==> config.mk <==
export PLATFORM = sky130hd
export DESIGN_NAME = prime_tester_flat
export DESIGN_NICKNAME = d
export VERILOG_FILES = /design/src/rtl/prime_tester_if.sv /design/src/rtl/prime_tester.sv /design/src/flat_wrapper.sv
export SDC_FILE = /design/constraint.sdc
export NUM_CORES = 1
export LEC_CHECK = 0
export CORE_UTILIZATION = 25
export DETAILED_ROUTE_END_ITERATION = 16
export SYNTH_ARGS = -nofsm -noshare
export SYNTH_HDL_FRONTEND = slang
export SYNTH_SLANG_ARGS = --single-unit
export TNS_END_PERCENT = 5
==> constraint.sdc <==
create_clock -name clk -period 3.8 [get_ports clk]
set_input_delay 0.76 -clock clk [delete_from_list [all_inputs] [get_ports clk]]
set_output_delay 0.76 -clock clk [all_outputs]
set_load 0.01 [all_outputs]
==> src/rtl/prime_tester_if.sv <==
// Request/response bundle between a requester and the prime tester.
// Handshake: the requester may raise go for one cycle only while ready=1;
// arg must be valid on that same edge. The responder drops ready on the
// accepting edge and raises it again together with a fresh res. A go
// seen while ready=0 is ignored and latches the sticky error flag.
interface prime_tester_if #(
    parameter int WIDTH = 16
);
    logic             go;
    logic [WIDTH-1:0] arg;
    logic             ready;
    logic             error;
    logic             res;

    modport master (
        output go,
        output arg,
        input  ready,
        input  error,
        input  res
    );

    modport slave (
        input  go,
        input  arg,
        output ready,
        output error,
        output res
    );
endinterface

==> src/rtl/prime_tester.sv <==
// Iterative trial-division primality tester.
// Divisors d = 2, 3, 4, ... are tried while d*d <= n; sq tracks d*d
// incrementally (sq += 2d+1) so no multiplier is needed. Each trial runs a
// restoring remainder over n, one bit per cycle, MSB first.
module prime_tester #(
    parameter int WIDTH = 16
) (
    input  logic          clk,
    input  logic          rst,
    prime_tester_if.slave bus,
    output logic [1:0]    dbg_state
);

    localparam int IW = (WIDTH > 1) ? $clog2(WIDTH) : 1;

    typedef enum logic [1:0] {
        S_IDLE  = 2'd0,
        S_CHECK = 2'd1,
        S_DIV   = 2'd2,
        S_NEXT  = 2'd3
    } state_t;

    state_t             state_q, state_d;
    logic [WIDTH-1:0]   n_q, n_d;
    logic [WIDTH-1:0]   d_q, d_d;
    logic [2*WIDTH-1:0] sq_q, sq_d;
    logic [WIDTH-1:0]   rem_q, rem_d;
    logic [IW-1:0]      idx_q, idx_d;
    logic               ready_q, ready_d;
    logic               error_q, error_d;
    logic               res_q, res_d;

    // Partial remainder with the next dividend bit shifted in. The remainder
    // is always < d, so the shifted value fits WIDTH+1 bits and the
    // difference (when taken) fits WIDTH bits.
    logic [WIDTH:0]     rem_shift;
    logic [WIDTH-1:0]   rem_sub;

    // Remainder step datapath for the DIV state.
    always_comb begin
        rem_shift = {rem_q, n_q[idx_q]};
        rem_sub   = rem_shift[WIDTH-1:0] - d_q;
    end

    // Next-state and datapath updates; every register holds by default.
    always_comb begin
        state_d = state_q;
        n_d     = n_q;
        d_d     = d_q;
        sq_d    = sq_q;
        rem_d   = rem_q;
        idx_d   = idx_q;
        ready_d = ready_q;
        error_d = error_q;
        res_d   = res_q;

        // A request while busy is dropped but remembered as a violation.
        // This also covers go on the edge where ready rises.
        if (bus.go && !ready_q) begin
            error_d = 1'b1;
        end

        case (state_q)
            S_IDLE: begin
                if (bus.go) begin
                    n_d     = bus.arg;
                    d_d     = WIDTH'(2);
                    sq_d    = (2*WIDTH)'(4);
                    ready_d = 1'b0;
                    state_d = S_CHECK;
                end
            end
            S_CHECK: begin
                if (n_q < WIDTH'(2)) begin
                    res_d   = 1'b0;
                    ready_d = 1'b1;
                    state_d = S_IDLE;
                end else if (sq_q > {{WIDTH{1'b0}}, n_q}) begin
                    // No divisor up to sqrt(n) was found.
                    res_d   = 1'b1;
                    ready_d = 1'b1;
                    state_d = S_IDLE;
                end else begin
                    rem_d   = '0;
                    idx_d   = IW'(WIDTH - 1);
                    state_d = S_DIV;
                end
            end
            S_DIV: begin
                if (rem_shift >= {1'b0, d_q}) begin
                    rem_d = rem_sub;
                end else begin
                    rem_d = rem_shift[WIDTH-1:0];
                end
                if (idx_q == '0) begin
                    state_d = S_NEXT;
                end else begin
                    idx_d = idx_q - IW'(1);
                end
            end
            S_NEXT: begin
                if (rem_q == '0) begin
                    res_d   = 1'b0;
                    ready_d = 1'b1;
                    state_d = S_IDLE;
                end else begin
                    // (d+1)^2 = d^2 + 2d + 1
                    d_d     = d_q + WIDTH'(1);
                    sq_d    = sq_q + (2*WIDTH)'({d_q, 1'b1});
                    state_d = S_CHECK;
                end
            end
            default: begin
                state_d = S_IDLE;
                ready_d = 1'b1;
            end
        endcase
    end

    // State register with synchronous reset; reset abandons any computation.
    always_ff @(posedge clk) begin
        if (rst) begin
            state_q <= S_IDLE;
            n_q     <= '0;
            d_q     <= '0;
            sq_q    <= '0;
            rem_q   <= '0;
            idx_q   <= '0;
            ready_q <= 1'b1;
            error_q <= 1'b0;
            res_q   <= 1'b0;
        end else begin
            state_q <= state_d;
            n_q     <= n_d;
            d_q     <= d_d;
            sq_q    <= sq_d;
            rem_q   <= rem_d;
            idx_q   <= idx_d;
            ready_q <= ready_d;
            error_q <= error_d;
            res_q   <= res_d;
        end
    end

    assign bus.ready = ready_q;
    assign bus.error = error_q;
    assign bus.res   = res_q;
    assign dbg_state = state_q;

endmodule

==> src/flat_wrapper.sv <==
// flat-port wrapper written by rule: the top's interface ports become plain ports
module prime_tester_flat 
#(
    parameter int WIDTH = 16
)
  (clk, rst, dbg_state, bus_go, bus_arg, bus_ready, bus_error, bus_res);
  prime_tester_if #(.WIDTH(WIDTH)) bus_i ();
  input  logic clk;
  input  logic rst;
  output logic [1:0] dbg_state;
  input wire logic [$bits(bus_i.go)-1:0] bus_go;
  input wire logic [$bits(bus_i.arg)-1:0] bus_arg;
  output wire logic [$bits(bus_i.ready)-1:0] bus_ready;
  output wire logic [$bits(bus_i.error)-1:0] bus_error;
  output wire logic [$bits(bus_i.res)-1:0] bus_res;
  assign bus_i.go = bus_go;
  assign bus_i.arg = bus_arg;
  assign bus_ready = bus_i.ready;
  assign bus_error = bus_i.error;
  assign bus_res = bus_i.res;
  prime_tester #(.WIDTH(WIDTH)) u_core (.clk(clk), .rst(rst), .bus(bus_i), .dbg_state(dbg_state));
endmodule
==> flow_summary_export.csv <==
group,metric,value,unit
route,wl_per_cell,13.2,µm
global_routing,grtUsageTotal,0.125,
sta,report.final.slew_viol_count,0,
finish,layout-drive-gt1-share,0.0837,
sta,clock_skew,9.25,ps
synthesis,synth_area_leaders,"dfxtp_1 (31%), ha_1 (12%), xnor2_1 (6.3%)",
global_routing,grt_pass1_vias,4752,
clock_network,cts_max_path_buffers,2,
global_routing,grt_antenna_before_repair,0,
placement,routabilityCongestion,0.869,
route,viasPerCell,4.71,
finish,final_util,0.301,
run_status,status,"completed",
sta,period_needed,3550,ps
min_path,holdPathStages,2,
route,wl,13.9,mm
finish,num-fill-cells,2456,
clock_network,clockRootBuffer,"clkbuf_16",
worst_setup_path,cp.depth,13,
synthesis,yosysTopAreaCellShare,0.305,
power,leakage,0.00263,µW
sta,fmax,282,MHz
synthesis,synth-main-ff-cell,"dfxtp_1",
synthesis,syn_avg_cell_area,8.28,µm²
worst_setup_path,critical-path-top-delay-family,"compound AO/OA/AOI/OAI gates",
die,rows,55,
worst_setup_path,r2r-end,"u_core.rem_q[7]$_SDFFE_PP0P_",
placement,numPortBuffers,23,
route,ant_nets,0,
placement,dp_hpwl,10.8,mm
route,drc_errors,0,
synthesis,synth_area,5840,µm²
global_routing,grt_pass1_wl,23.6,mm
synthesis,yosysWarnings,0,
sta,worst_pin_slew,754,ps
synthesis,ys_top_cells_by_count,"dfxtp_1 (89), nand2_1 (74), nor2_1 (69)",
clock_network,htree_levels,3,
clock_network,cts_inserted_buffers,9,
die,start_util,0.256,
global_routing,grt_overflow,0,
sta,max_slew_margin,0.491,
power,power.density,395,nW/µm²
die,die_y,155,µm
finish,areaGrowthSynthToFinish,17.3,%
clock_network,cts.sinks,89,
worst_setup_path,r2r_start,"u_core.idx_q[0]$_SDFFE_PP0P_",
worst_setup_path,slowest_stage,"mux4_2",
synthesis,ys_ff_latch,89,
min_path,min_to,"u_core.bus.error$_SDFFE_PP0P_",
finish,finalNetCount,811,
route,drt_iter0_drc,252,
min_path,worstHoldStart,"u_core.bus.error$_SDFFE_PP0P_",
clock_network,clkTransAtPathRegs,60,ps
synthesis,syn_nets,780,
die,core,22800,µm²
worst_setup_path,crit_fanout,16,
worst_setup_path,path_buf_inv,2,
worst_setup_path,cp.required,4020,ps
run,maxCapViolCount,0,
clock_network,clkLatencyLatePin,360,ps
min_path,min_path_type,"reg2reg",
worst_setup_path,cp_slowest_stage_delay,530,ps
global_routing,grt_max_degree,31,
synthesis,netlist_instances,705,
worst_setup_path,critPathArrivalTime,3770,ps
worst_setup_path,r2r_cells,13,
finish,n_antenna_cell,0,
sta,setup_violations,0,
die,fp.dieW,155,µm
worst_setup_path,cp_cell_sequence,"mux4_2, mux4_2, inv_1, ha_1, nor2b_1, o31a_1, o31a_1, a21oi_2, o21ai_1, o32ai_4, buf_12, mux2i_1, o21ai_0",
synthesis,synth_seq_area_share,0.305,
synthesis,synth_edf_count,0,
worst_setup_path,worstSetupPathType,"reg2reg",
synthesis,synthArstFlopShare,0,
worst_setup_path,worst-r2r-setup-slack,250,ps
route,dr.pass1.iters,4,
synthesis,synth_top_area_cell,"dfxtp_1",
clock_network,cts_hold_buffers,0,
power,power,2700,µW
sta,fin_crit_sh,0.933,
clock_network,cts_tree,"built",
synthesis,synthMostInstantiatedCell,"dfxtp_1",
route,vias,4965,
worst_setup_path,cp-start-kind,"flip-flop",
die,die_area,24000,µm²
die,ios,24,
worst_setup_path,cp-end-kind,"flip-flop",
power,peakVddDrop,238,µV
synthesis,synth_cell_types,70,
sta,finalHoldViolations,0,
[per-stage QoR]
step	hold WS [ps]	instance area (µm²)	instances	worst slack, ps	TNS, ps
global placement	456	6490	1036	117	0
CTS	483	6820	1052	116	0
finish	476	6850	1054	253	0
global route	522	6850	1054	-17.7	-37.9
floorplan	450	5840	705	342	0
detailed placement	469	6490	1036	14.6	0
[where the power goes]
part           internal, µW  switching (µW)  total (µW)
Combinational           293             355         648
Clock                   614             397        1010
Sequential              982            63.1        1040
Total                  1890             816        2700
[cell families after synthesis]
group / Yosys count / share of synthesized area
xor gates and xnor gates: 50 / 0.0750
muxes: 13 / 0.0330
buffers and inverters: 70 / 0.0474
and+or+nand+nor: 246 / 0.209
adders and majority gates: 56 / 0.123
DFF: 89 / 0.305
AOI/OAI and AO/OA: 181 / 0.208
[worst reg2reg max path: cells and delay by family, from the launching register on]
family / cells / cell delay, ps
AOI/OAI and AO/OA: 6 / 1230
adders and majority gates: 1 / 170
buffers and inverters: 2 / 280
DFF: 1 / 430
muxes: 3 / 1220
and+or+nand+nor: 1 / 70
[worst max-delay path by stage]
stage,from,slack [ps],to
floorplan,u_core.idx_q[0]$_SDFFE_PP0P_,340,u_core.rem_q[3]$_SDFFE_PP0P_
global placement,u_core.idx_q[0]$_SDFFE_PP0P_,120,u_core.rem_q[3]$_SDFFE_PP0P_
detailed placement,u_core.idx_q[0]$_SDFFE_PP0P_,10,u_core.rem_q[7]$_SDFFE_PP0P_
CTS,u_core.idx_q[0]$_SDFFE_PP0P_,120,u_core.rem_q[7]$_SDFFE_PP0P_
global route,u_core.idx_q[0]$_SDFFE_PP0P_,-20,u_core.rem_q[7]$_SDFFE_PP0P_
finish,u_core.idx_q[0]$_SDFFE_PP0P_,250,u_core.rem_q[7]$_SDFFE_PP0P_
[per-layer routing]
layer / GRT usage / up-vias / share of wire
met5: 0 / - / 0
met4: 0.0420 / 0 / 0.019
met3: 0.0317 / 17 / 0.033
met2: 0.204 / 63 / 0.46
met1: 0.159 / 2284 / 0.49
li1: - / 2601 / -
[state kept, by name (all words and copies together) (netlist names), named ones only]
signal	cells
u_core.sq_q	32
u_core.idx_q	4
u_core.bus.error	1
u_core.bus.ready	1
u_core.n_q	16
u_core.rem_q	16
u_core.dbg_state	1
u_core.d_q	16
u_core.bus.res	1
[final cells by class]
class	instances	area [µm²]	area share
inverter	50	188	0.0274
clock buffer	12	256	0.0374
multi-input combinational	546	3790	0.554
tap	313	392	0.0572
timing repair buffer	40	365	0.0533
clock inverter	4	73.8	0.0108
sequential	89	1780	0.260
[cell usage in the layout (no fill, tap or decap), types with 15 or more instances in the layout]
cell,synthesis,final
a21o_1,15,15
a21oi_1,63,63
buf_4,1,16
clkdlybuf4s50_1,0,22
dfxtp_1,89,88
ha_1,54,54
inv_1,48,48
nand2_1,74,74
nor2_1,69,69
nor3_1,18,18
o21ai_0,28,28
xnor2_1,42,42
[repair_timing]
action                                  in CTS  in global routing
pin swaps                                    0                  1
gates resized for setup                      1                  1
buffers inserted                             0                  2
endpoints found under the setup margin       3                 14
No activity file was read; power rests on OpenSTA's default activity.
